===== src/rtl/aes_seq_pkg.sv =====
// Shared types and constants for the AES round sequencer.
package aes_seq_pkg;

  // Sequencer states: one per sub-operation plus idle and a one-cycle finish.
  typedef enum logic [2:0] {
    StIdle,
    StArk,
    StSb,
    StSr,
    StMc,
    StFin
  } seq_state_e;

  // Legal round counts for AES-128/192/256.
  localparam logic [3:0] NrAes128  = 4'd10;
  localparam logic [3:0] NrAes192  = 4'd12;
  localparam logic [3:0] NrAes256  = 4'd14;
  localparam logic [3:0] NrDefault = NrAes128;

  // Anything other than a legal round count falls back to AES-128.
  function automatic logic [3:0] legal_nr(input logic [3:0] nr);
    if (nr == NrAes128 || nr == NrAes192 || nr == NrAes256) begin
      return nr;
    end
    return NrDefault;
  endfunction

endpackage


===== src/rtl/aes_seq_wdog.sv =====
// Sub-operation watchdog: raises timeout when one sub-operation has been
// running for TIMEOUT_CYCLES cycles without its done.
module aes_seq_wdog
  import aes_seq_pkg::*;
#(
  parameter int unsigned TIMEOUT_CYCLES = 255
) (
  input  logic ap_clk,
  input  logic ap_rst,
  input  logic run,
  input  logic op_done,
  output logic timeout
);

  localparam int unsigned CntW = (TIMEOUT_CYCLES > 1) ? $clog2(TIMEOUT_CYCLES) : 1;
  localparam logic [CntW-1:0] CntLast = CntW'(TIMEOUT_CYCLES - 1);

  logic [CntW-1:0] cnt_q;

  // cnt_q holds (cycles already spent in the current sub-operation) - 1 at the
  // last allowed cycle, so expiry lands exactly on cycle TIMEOUT_CYCLES.
  assign timeout = run && !op_done && (cnt_q == CntLast);

  // Any exit from the current sub-operation (done, expiry, not running) restarts the count.
  always_ff @(posedge ap_clk or posedge ap_rst) begin
    if (ap_rst) begin
      cnt_q <= '0;
    end else if (!run || op_done || timeout) begin
      cnt_q <= '0;
    end else begin
      cnt_q <= cnt_q + CntW'(1);
    end
  end

endmodule


===== src/rtl/aes_round_seq.sv =====
// AES round sequencer: walks AddRoundKey / SubBytes / ShiftRows / MixColumns
// sub-blocks through Nr rounds for one block per ap_start.
// Optional watchdog enabled by defining ROUND_TIMEOUT_EN.
module aes_round_seq
  import aes_seq_pkg::*;
#(
  parameter int unsigned TIMEOUT_CYCLES = 255
) (
  input  logic       ap_clk,
  input  logic       ap_rst,
  input  logic       ap_start,
  output logic       ap_done,
  output logic       ap_idle,
  output logic       ap_ready,
  input  logic [3:0] nb_rounds,
  output logic       ark_start,
  output logic       sb_start,
  output logic       sr_start,
  output logic       mc_start,
  input  logic       ark_done,
  input  logic       sb_done,
  input  logic       sr_done,
  input  logic       mc_done,
  output logic [5:0] ark_n,
  output logic [3:0] round_cnt,
  output logic       err
);

  if (TIMEOUT_CYCLES == 0) begin : gen_bad_timeout
    $error("TIMEOUT_CYCLES must be at least 1");
  end

  seq_state_e state_q;
  logic [3:0] nr_q;
  logic [3:0] round_cnt_q;
  logic [5:0] ark_n_q;
  logic       ark_start_q, sb_start_q, sr_start_q, mc_start_q;
  logic       done_q;
  logic       idle_q;
  logic       op_done;
  logic       timeout;

  // Done of the sub-block currently being driven; the others are ignored.
  always_comb begin
    op_done = 1'b0;
    unique case (state_q)
      StArk:   op_done = ark_done;
      StSb:    op_done = sb_done;
      StSr:    op_done = sr_done;
      StMc:    op_done = mc_done;
      default: op_done = 1'b0;
    endcase
  end

  // Sequencer FSM; starts, ark_n, done and idle are registered alongside the state.
  always_ff @(posedge ap_clk or posedge ap_rst) begin
    if (ap_rst) begin
      state_q     <= StIdle;
      nr_q        <= NrDefault;
      round_cnt_q <= '0;
      ark_n_q     <= '0;
      ark_start_q <= 1'b0;
      sb_start_q  <= 1'b0;
      sr_start_q  <= 1'b0;
      mc_start_q  <= 1'b0;
      done_q      <= 1'b0;
      idle_q      <= 1'b1;
    end else begin
      ark_start_q <= 1'b0;
      sb_start_q  <= 1'b0;
      sr_start_q  <= 1'b0;
      mc_start_q  <= 1'b0;
      ark_n_q     <= '0;
      done_q      <= 1'b0;
      idle_q      <= 1'b0;
      unique case (state_q)
        StIdle: begin
          if (ap_start) begin
            nr_q        <= legal_nr(nb_rounds);
            round_cnt_q <= '0;
            state_q     <= StArk;
            ark_start_q <= 1'b1;
          end else begin
            idle_q <= 1'b1;
          end
        end
        StArk: begin
          if (op_done) begin
            if (round_cnt_q < nr_q) begin
              state_q    <= StSb;
              sb_start_q <= 1'b1;
            end else begin
              state_q <= StFin;
              done_q  <= 1'b1;
            end
          end else if (timeout) begin
            state_q <= StFin;
            done_q  <= 1'b1;
          end else begin
            ark_start_q <= 1'b1;
            ark_n_q     <= {2'b00, round_cnt_q};
          end
        end
        StSb: begin
          if (op_done) begin
            state_q     <= StSr;
            sr_start_q  <= 1'b1;
            round_cnt_q <= round_cnt_q + 4'd1;
          end else if (timeout) begin
            state_q <= StFin;
            done_q  <= 1'b1;
          end else begin
            sb_start_q <= 1'b1;
          end
        end
        StSr: begin
          if (op_done) begin
            if (round_cnt_q < nr_q) begin
              state_q    <= StMc;
              mc_start_q <= 1'b1;
            end else begin
              // Final round skips MixColumns.
              state_q     <= StArk;
              ark_start_q <= 1'b1;
              ark_n_q     <= {2'b00, round_cnt_q};
            end
          end else if (timeout) begin
            state_q <= StFin;
            done_q  <= 1'b1;
          end else begin
            sr_start_q <= 1'b1;
          end
        end
        StMc: begin
          if (op_done) begin
            state_q     <= StArk;
            ark_start_q <= 1'b1;
            ark_n_q     <= {2'b00, round_cnt_q};
          end else if (timeout) begin
            state_q <= StFin;
            done_q  <= 1'b1;
          end else begin
            mc_start_q <= 1'b1;
          end
        end
        StFin: begin
          state_q <= StIdle;
          idle_q  <= 1'b1;
        end
        default: begin
          state_q <= StIdle;
          idle_q  <= 1'b1;
        end
      endcase
    end
  end

`ifdef ROUND_TIMEOUT_EN
  logic op_active;
  logic err_q;

  assign op_active = state_q inside {StArk, StSb, StSr, StMc};

  aes_seq_wdog #(
    .TIMEOUT_CYCLES(TIMEOUT_CYCLES)
  ) u_wdog (
    .ap_clk (ap_clk),
    .ap_rst (ap_rst),
    .run    (op_active),
    .op_done(op_done),
    .timeout(timeout)
  );

  // Sticky timeout flag, cleared only when a new block is accepted.
  always_ff @(posedge ap_clk or posedge ap_rst) begin
    if (ap_rst) begin
      err_q <= 1'b0;
    end else if (timeout) begin
      err_q <= 1'b1;
    end else if (state_q == StIdle && ap_start) begin
      err_q <= 1'b0;
    end
  end

  assign err = err_q;
`else
  assign timeout = 1'b0;
  assign err     = 1'b0;
`endif

  assign ap_done   = done_q;
  assign ap_ready  = done_q;
  assign ap_idle   = idle_q;
  assign ark_start = ark_start_q;
  assign sb_start  = sb_start_q;
  assign sr_start  = sr_start_q;
  assign mc_start  = mc_start_q;
  assign ark_n     = ark_n_q;
  assign round_cnt = round_cnt_q;

endmodule

===== config.mk =====
export PLATFORM = sky130hd
export DESIGN_NAME = aes_round_seq
export DESIGN_NICKNAME = d
export VERILOG_FILES = /design/src/rtl/aes_seq_pkg.sv /design/src/rtl/aes_seq_wdog.sv /design/src/rtl/aes_round_seq.sv
export SDC_FILE = /design/constraint.sdc
export NUM_CORES = 1
export LEC_CHECK = 0
export ABC_AREA = 1
export CORE_UTILIZATION = 30
export CTS_BUF_LIST = sky130_fd_sc_hd__clkbuf_16
export CTS_CLUSTER_SIZE = 30
export DETAILED_ROUTE_END_ITERATION = 7
export PLACE_DENSITY = 0.52
export SYNTH_ARGS = -nofsm -noshare
export SYNTH_HDL_FRONTEND = slang
export SYNTH_SLANG_ARGS = --single-unit

===== constraint.sdc =====
create_clock -name ap_clk -period 2.39 [get_ports ap_clk]
set_input_delay 0.478 -clock ap_clk [delete_from_list [all_inputs] [get_ports ap_clk]]
set_output_delay 0.478 -clock ap_clk [all_outputs]
set_load 0.05 [all_outputs]

# Word level (Yosys, flattened, before mapping)
# Cells that the tools add are included.
# word_totals
ff_bits	23
in_bits	11
elab_cells	68
# classes
add_sub_neg	1
n_lt_le_gt_ge	1
eq_ne	12
mux	36
reduce_logical	8
# op_table
operator	n
$mux W4	8
$mux W3	7
$pmux W6 S3	1
$pmux W3 S5	1
$eq A4 B4 Y1 const B	3
$mux W1	12
$ne A2 B2 Y1 const B	5
$pmux W1 S2	4
$pmux W1 S4	2
$pmux W4 S2	1
$eq A3 B2 Y1 const B	2
$reduce_and A5 Y1	1
$add A4 B1 Y4 const B	1
$lt A4 B4 Y1	1
$reduce_or A4 Y1	1
$eq A3 B1 Y1 const B	1
$eq A3 B3 Y1 const B	1
$logic_not A3 Y1	1
$reduce_and A3 Y1	1
$logic_or A1 B1 Y1	2
$reduce_and A2 Y1	1
$reduce_bool A2 Y1	1

# Logic depth before layout (Yosys ltp)
# Gate-level depths: netlist (run 1).
# logic_depth
ltp_word	7
depth_mapped	10
depth_no_buf	10

# Worst setup path before layout (run 1)
# OpenSTA, ideal clock, no wires.
# synth_path
path_type	register to register
from	reg round_cnt_q[3] (netlist: round_cnt[3])
to	reg state_q[2]
arrival_ps	1623
path_slack_ps	650
stages_incl_launch_ff	8
synth_period_minus_slack_ps	1740
cell_sequence	dfrtp_1 ha_1 a21oi_1 nand2_1 nand2_1 nand2_1 nand3_1 nand2_1
# synth_between
elab_chain_cells	4
elab_cells_between_ends	6
classes_between	order compare (1); mux (5)
# synth_lines
element	line	text
start: declaration	aes_round_seq.sv:35	logic [3:0] round_cnt_q;
start signal: assignment	aes_round_seq.sv:108	round_cnt_q <= round_cnt_q + 4'd1;
$lt A4 B4 Y1 (*)	aes_round_seq.sv:89, aes_round_seq.sv:118	
$mux W3, on equally long branches	aes_round_seq.sv:118, aes_round_seq.sv:89	
$mux W3, on equally long branches	aes_round_seq.sv:117, aes_round_seq.sv:88	
$pmux W3 S5 (*)	aes_round_seq.sv:76	unique case (state_q)
end signal: assignment	aes_round_seq.sv:90	state_q <= StSb;
end signal: assignment	aes_round_seq.sv:93	state_q <= StFin;
end signal: assignment	aes_round_seq.sv:119	state_q <= StMc;
end: declaration	aes_round_seq.sv:33	seq_state_e state_q;
# Mark *: on every way between the ends. The rest lies on a longest branch, timed or not. The select of a mux whose other input is x is not followed.
# A chain may end at the register's enable or synchronous reset.

# Final worst setup path (run 1)
# layout_path
from	reg round_cnt_q[1] (netlist: round_cnt[1])
to	out round_cnt[1]
# layout_rtl
element	line	text
end: declaration	aes_round_seq.sv:25	output logic [3:0] round_cnt,
# No word-level cell between the ends.

==> flow_summary.yaml, run 1 <==
timing:
  max_slew_margin_pct: 66.6
  layout_min_cycle_time_ns: 2.11
  setup_viol: 0
  max_freq_mhz: 475
  holdWs_ns: 0.474
  finalClockSkew_ns: 0.00301
  finalHoldViolCount: 0
  finalSetupTns_ns: 0
  rsz0062_at_grt: "false"
  timing.final.crit_share_pct: 88.1
  slew_viol_final: 0
  worst_slew_pin_slew_ns: 0.500
critical_path:
  worstPathCellList: "clkdlybuf4s50_1"
  cp_max_fo: 8
  criticalPathCategory: "reg2out"
  path_buf_inv: 1
  cp_data_arrival_time_ns: 1.63
  worstPathRequired_ns: 1.91
  slowest_stage: "clkdlybuf4s50_1"
  cpPeakStageDelay_ns: 0.86
  crit_family: "buffers and inverters"
  worstSetupStartpointType: "register"
  critPathCaptureType: "output pin"
cts:
  post_cts_resize_count: 0
  postCtsHoldBufs: 0
  cts-buffers-inserted: 3
  root_buffer: "clkbuf_16"
  insertion_delay_ns: 0.25
  cts.reportedPaths.clkPinSlew_ns: 0.06
  cts_tree: "done"
  clock_sinks: 21
  cts_max_level: 1
  postCtsSetupBuffers: 0
  cts.path.max_buffers: 2
placement:
  port_buffers: 25
  post-place-cells: 217
  gp_congestion: 0.859
  dpl.hpwl_mm: 1.95
logic_synthesis:
  synth_cells: 147
  synth_area_sq_mm: 0.00120
  synth.area.top_cells: "dfrtp_1 38%, nand2_1 9.7%, nand3_1 9.2%, dfstp_2 6.6%, inv_1 5.3%"
  synth_seq_cells: 21
  avgSynthCellArea_sq_um: 8.15
  synth_cell_types: 24
  ys_seq_area_share_pct: 44.2
  yosysTopAreaCell: "dfrtp_1"
  synthDominantCellAreaShare_pct: 37.6
  synth_warnings: 0
global_route:
  grt_pass1_wl_mm: 4.47
  grt-ovfl-total: 0
  grt_antenna_before_repair: 0
  grt_usage_pct: 14.0
  first_global_vias: 989
  grt_max_degree: 22
worst_hold_path:
  min_path_type: "reg2reg"
final_layout:
  final_cell_mix: "31 x nand2_1, 25 x clkdlybuf4s50_1, 22 x nand3_1"
  area_growth_pct: 29.3
  final_cells: 221
  final_common_cell: "nand2_1"
  n_antenna_cell: 0
  fin_nets: 189
  seqCellArea_sq_um: 529
  drive_gt1_share_pct: 13.9
  multi_input_area_sq_um: 543
  fillers: 400
route:
  avgRoutedWirePerCell_um: 11.7
  first_pass_iters: 5
  drtIter0Drc: 32
  wl_mm: 2.59
  viasPerCell: 4.78
  ant_nets: 0
  drc: 0
  vias: 1057
floorplan:
  die_w_um: 65.2
  ioPinCount: 29
  start_util_pct: 32.0
  core_area_sq_mm: 0.00374
  fp.dieArea_sq_mm: 0.00425
  fp-row-count: 22
  die_h_um: 65.2
run_status:
  outcome: "finished, final reports clean"
power:
  p_total_w: 0.00178
  p_leak_nw: 0.780
  power_density_mw_per_mm2: 1150
  peakVddDrop_mv: 0.380
flow_run:
  drv_cap: 0
## cell usage after synthesis (all sizes together)
master	instances
nand2	36
nand3	23
inv	21
dfrtp	18
nor2	12
nand4	9
o21ai	7
buf	6
a21oi	5
ha	4
dfstp	3
conb	1
nand3b	1
nor3	1
## sequential cells by signal, indices dropped and copies added, names as in the netlist, 3 cells and up
| signal | flops |
|---|---|
| ark_n | 4 |
| nr_q | 4 |
| round_cnt | 4 |
| state_q | 3 |
## stage by stage
stage	util (%)	setup slack [ns]	instance area [sq um]
floorplan	-	0.650	1210
global placement	39.3	0.585	1470
detailed placement	39.3	0.580	1470
CTS	41.4	0.298	1550
global route	41.4	0.246	1550
finish	41.4	0.284	1550
## where the power goes
group | switching [W] | internal [W] | leakage, nW | total, W
logic | 0.000624 | 0.000269 | 0.462 | 0.000893
clock network | 0.000132 | 0.000223 | 0.0423 | 0.000355
registers | 0.0000896 | 0.000447 | 0.275 | 0.000536
total | 0.000845 | 0.000939 | 0.780 | 0.00178
## logic make-up after synthesis
family / synth area share (%)
buffers and inverters: 11.2
flip-flops: 44.2
AND/OR/NAND/NOR: 35.2
other: 0.313
adder cells (fa/ha/maj): 4.18
AO/OA/AOI/OAI: 5.01
## final timing paths
| path | end | from | slack [ns] | depth (start not counted) |
|---|---|---|---|---|
| min in group asynchronous | ap_done | ap_rst | 0.56 | 3 |
| worst min-delay path | nr_q[0] | nr_q[0] | 0.47 | 2 |
| worst max register to register | state_q[2] | nr_q[3] | 0.65 | 8 |
| max in group asynchronous | nr_q[3] | ap_rst | 1.56 | 3 |
| worst max-delay path | round_cnt[1] | round_cnt[1] | 0.28 | 1 |
| worst min register to register | nr_q[0] | nr_q[0] | 0.47 | 2 |
## worst reg2reg max path: stages, from the launching register on
cell and delay (ns):
dfstp_2 0.51, inv_1 0.05, ha_1 0.28, a21oi_1 0.29, nand2_1 0.22, nand2_1 0.12
nand2_1 0.06, nand3_1 0.06, nand2_1 0.05
## routing by layer
layer	track usage (%)	routed length, um
met1	18.0	1220
met2	22.3	1220
met3	2.78	118
met4	6.52	28
met5	0	0
## layout make-up
class                           count  share of cell area, %
Timing Repair Buffer               26                   16.6
Clock buffer                        3                   4.84
Sequential cell                    21                   34.1
Multi-Input combinational cell    101                   35.0
Inverter                           21                   5.25
Tap cell                           48                   3.87
Clock inverter                      1                  0.242
No activity file was read; power rests on OpenSTA's default activity.
==> run 2: changes to the inputs <==
- GPL_TIMING_DRIVEN: default -> 0
==> run 2 against run 1 <==
Effect of this change: power up 3.2%; count of clock-buffer cells in the layout unchanged; combinational power is 6.3% higher; clock power about the same; flip-flop and latch count did not move; largest power group unchanged; worst hold slack got worse by 0.0061 ns; die area stayed put; core utilization grew 1.2 points; sequential share of layout area is 0.99 points lower.
==> flow_summary.yaml, run 2 (synthesis results as in run 1) <==
timing:
  setup_viol: 0
  worst_slew_pin_slew_ns: 0.796
  layout_min_cycle_time_ns: 2.10
  finalSetupTns_ns: 0
  timing.final.crit_share_pct: 88.0
  max_freq_mhz: 475
  slew_viol_final: 0
  finalHoldViolCount: 0
  max_slew_margin_pct: 46.9
  rsz0062_at_grt: "false"
  finalClockSkew_ns: 0.00254
route:
  ant_nets: 0
  wl_met1_mm: 1.18
  route.top_layer_used: "met4"
  vias: 1058
  wl_met3_um: 120
  viasPerCell: 4.68
  avgRoutedWirePerCell_um: 11.4
  drtIter0Drc: 20
  first_pass_iters: 4
  drc: 0
  wl_mm: 2.57
  wl_met2_mm: 1.26
floorplan:
  fp.dieArea_sq_mm: 0.00425
  die_h_um: 65.2
  start_util_pct: 32.0
  die_w_um: 65.2
  core_area_sq_mm: 0.00374
  fp-row-count: 22
  ioPinCount: 29
global_route:
  grt_antenna_before_repair: 0
  grt_max_degree: 22
  grt_usage_pct: 14.3
  grt_pass1_wl_mm: 4.57
  grt-ovfl-total: 0
  first_global_vias: 1019
cts:
  clock_sinks: 21
  postCtsHoldBufs: 0
  cts.path.max_buffers: 2
  cts_max_level: 1
  cts_tree: "done"
  postCtsSetupBuffers: 0
  cts-buffers-inserted: 3
  post_cts_resize_count: 0
  insertion_delay_ns: 0.25
  root_buffer: "clkbuf_16"
  cts.reportedPaths.clkPinSlew_ns: 0.06
final_layout:
  final_cell_mix: "31 x nand2_1, 25 x clkdlybuf4s50_1, 22 x nand3_1"
  final_common_cell: "nand2_1"
  area_growth_pct: 33.2
  drive_gt1_share_pct: 16.9
  n_antenna_cell: 0
  fin_nets: 194
critical_path:
  crit_family: "buffers and inverters"
  cpPeakStageDelay_ns: 0.87
  critPathCaptureType: "output pin"
  startpoint: "round_cnt[1]"
  criticalPathCategory: "reg2out"
  cp_max_fo: 8
  path_buf_inv: 1
  r2r-start: "nr_q[3]"
  slowest_stage: "clkdlybuf4s50_1"
  worstSetupStartpointType: "register"
  cp_data_arrival_time_ns: 1.63
  worstPathRequired_ns: 1.91
  worstPathCellList: "clkdlybuf4s50_1"
power:
  clockPowerShare_pct: 19.4
  seqPwrFrac_pct: 29.1
  p_comb_share_pct: 51.6
  p_switching_w: 0.000853
  peakVddDrop_mv: 0.323
  p_int_w: 0.000988
  p_total_w: 0.00184
  switching_share_pct: 46.3
  power_density_mw_per_mm2: 1150
  p_leak_nw: 0.808
worst_hold_path:
  min_path_type: "reg2reg"
  min_from: "nr_q[0]"
placement:
  dpl.hpwl_mm: 1.99
  port_buffers: 25
  gp_congestion: 0.877
run_status:
  outcome: "finished, final reports clean"
flow_run:
  drv_cap: 0
-- run 2: final timing paths --
kind	endpoint	slack (ns)	cells past startpoint
setup / recovery	round_cnt[1]	0.29	1
hold / removal	nr_q[0]	0.47	2
setup reg to reg	state_q[2]	0.66	8
hold reg to reg	nr_q[0]	0.47	2
max in group asynchronous	mc_start	1.21	2
min in group asynchronous	ark_n[2]	0.69	2
-- run 2: routing by layer --
| layer | vias to the layer above | global-route usage (%) |
|---|---|---|
| li1 | 539 | - |
| met1 | 487 | 17.4 |
| met5 | - | 0 |
| met3 | 2 | 3.82 |
| met2 | 30 | 24.5 |
| met4 | 0 | 4.08 |
-- run 2: layout make-up --
cell class,count,area [sq um]
inverters,21,81.3
fillers,395,2150
clock inverters,1,5.00
multi-input cells,101,543
repair buffers,25,250
flip-flops and latches,21,529
well taps,48,60.1
plain buffers,6,52.6
clock buffers,3,75.1
-- run 2: metrics by stage --
| stage | area (sq um) | setup WS [ns] | hold WS (ns) | std cells | util, % |
|---|---|---|---|---|---|
| final | 1600 | 0.286 | 0.468 | 226 | 42.6 |
| after floorplan | 1210 | 0.650 | 0.436 | 149 | - |
| after global placement | 1520 | 0.544 | 0.455 | 222 | 40.5 |
| after CTS | 1600 | 0.290 | 0.472 | 226 | 42.6 |
| after detailed placement | 1520 | 0.548 | 0.457 | 222 | 40.5 |
| after global routing | 1600 | 0.252 | 0.510 | 226 | 42.6 |
-- run 2: power groups by stage --
| stage | clock [W] | sequential [W] | combinational, W |
|---|---|---|---|
| 6_report | 0.000356 | 0.000535 | 0.000949 |
| 5_1_grt | 0.000385 | 0.000548 | 0.00105 |
| 4_1_cts | 0.000363 | 0.000536 | 0.000950 |
| 3_5_place_dp | 0 | 0.000543 | 0.000949 |
| 3_3_place_gp | 0 | 0.000538 | 0.000941 |
| 2_1_floorplan | 0 | 0.000673 | 0.000581 |
==> run 3: changes to the inputs <==
- CORE_UTILIZATION: 30 -> 52
- CTS_CLUSTER_DIAMETER: default -> 60
- PLACE_DENSITY: 0.52 -> 0.82
==> run 3 against run 2 <==
Effect of this change: global-route usage grew 9.1 points; largest cell class unchanged; power grew 0.51%; clock power shrank 2%; critical path type unchanged; fmax grew 1.6%; critical endpoint is now round_cnt[0]; worst hold slack is essentially flat; core utilization grew 29 points; sequential share of layout area grew 0.55 points; flip-flop and latch count is the same.
==> flow_summary.yaml, run 3 (synthesis results as in run 1) <==
timing:
  finalClockSkew_ns: 0.00346
  holdWs_ns: 0.469
  slew_viol_final: 0
  setup_slack_ns: 0.319
  max_slew_margin_pct: 48.4
  max_freq_mhz: 483
  layout_min_cycle_time_ns: 2.07
  worst_slew_pin_slew_ns: 0.773
  rsz0062_at_grt: "false"
  setup_viol: 0
  finalHoldViolCount: 0
  timing.final.crit_share_pct: 86.6
  finalSetupTns_ns: 0
global_route:
  grt_max_degree: 22
  grt_pass1_wl_mm: 4.37
  first_global_vias: 1107
  grt_usage_pct: 23.3
  grt-ovfl-total: 0
  grt_antenna_before_repair: 0
critical_path:
  path_buf_inv: 1
  crit_family: "buffers and inverters"
  worstSetupStartpointType: "register"
  slowest_stage: "clkdlybuf4s50_1"
  criticalPathCategory: "reg2out"
  worstPathCellList: "clkdlybuf4s50_1"
  worstPathRequired_ns: 1.91
  r2r_end: "state_q[2]"
  critPathCaptureType: "output pin"
  r2r-start: "nr_q[3]"
  startpoint: "round_cnt[0]"
  cp_max_fo: 8
  worstRegToRegCells: 8
  cp_data_arrival_time_ns: 1.59
  r2r_slack_ns: 0.59
  cpPeakStageDelay_ns: 0.86
route:
  wl_mm: 2.57
  viasPerCell: 5.46
  drtIter0Drc: 25
  vias: 1125
  drc: 0
  avgRoutedWirePerCell_um: 12.5
  ant_nets: 0
  first_pass_iters: 4
cts:
  cts_max_level: 1
  postCtsSetupBuffers: 0
  cts_tree: "done"
  cts-buffers-inserted: 3
  clock_sinks: 21
  post_cts_resize_count: 0
  root_buffer: "clkbuf_16"
  insertion_delay_ns: 0.25
  postCtsHoldBufs: 0
  cts.path.max_buffers: 2
  cts.reportedPaths.clkPinSlew_ns: 0.05
final_layout:
  final_cell_mix: "31 x nand2_1, 25 x clkdlybuf4s50_1, 22 x nand3_1"
  seqCellArea_sq_um: 529
  final_common_cell: "nand2_1"
  drive_gt1_share_pct: 16.3
  fillers: 167
  n_antenna_cell: 0
  fin_nets: 194
  fin_area_sq_mm: 0.00157
  area_growth_pct: 31.0
  multi_input_area_sq_um: 543
power:
  p_total_w: 0.00185
  p_leak_nw: 0.809
  peakVddDrop_mv: 1.06
  power_density_mw_per_mm2: 1180
worst_hold_path:
  hold_depth: 2
  hold_end: "nr_q[0]"
  min_path_type: "reg2reg"
  min_from: "nr_q[0]"
floorplan:
  start_util_pct: 54.7
  core_area_sq_mm: 0.00219
  fp.dieArea_sq_mm: 0.00250
  die_h_um: 50.0
  ioPinCount: 29
  fp-row-count: 17
  die_w_um: 50.0
run_status:
  outcome: "finished, final reports clean"
placement:
  gp_congestion: 0.890
  port_buffers: 25
  dpl.hpwl_mm: 2.00
  pre_cts_slack_ns: 0.558
  placed_area_sq_mm: 0.00149
flow_run:
  drv_cap: 0
run 3: stage by stage:
| stage | utilization [%] | cells |
|---|---|---|
| 2_1_floorplan | - | 149 |
| 3_3_place_gp | 68.1 | 202 |
| 3_5_place_dp | 68.1 | 202 |
| 4_1_cts | 71.7 | 206 |
| 5_1_grt | 71.7 | 206 |
| 6_report | 71.7 | 206 |
run 3: worst reg2reg max path: cells and delay by family (launching register included):
family | cells | cell delay [ns]
fa+ha+maj | 1 | 0.29
simple gates | 5 | 0.53
buf+inv | 1 | 0.05
compound gates | 1 | 0.31
flops | 1 | 0.51
run 3: cell type report:
class,instances,share of cell area (%)
multi-input combinational,101,34.6
tap,28,2.23
clock inverter,1,0.239
buffer,6,3.35
inverter,21,5.18
sequential,21,33.7
clock buffer,3,4.78
timing repair buffer,25,15.9
run 3: worst max-delay path by stage:
stage / cells after the start / endpoint
floorplan: 7 / state_q[2]
global placement: 7 / ark_start
detailed placement: 7 / ark_start
CTS: 1 / round_cnt[1]
global route: 1 / round_cnt[0]
finish: 1 / round_cnt[0]
run 3: metal layers:
metal  GRT usage [%]  vias to the layer above  wire length [um]
li1                -                      543                 -
met2            38.7                       50              1340
met4            17.6                        0               109
met1            26.6                      518               997
met3            3.70                       14               120
met5               0                        -                 0
run 3: power by group:
part / internal, W / switching [W] / total [W]
clock: 0.000223 / 0.000125 / 0.000348
sequential: 0.000447 / 0.0000900 / 0.000537
combinational: 0.000317 / 0.000649 / 0.000966
total: 0.000986 / 0.000864 / 0.00185
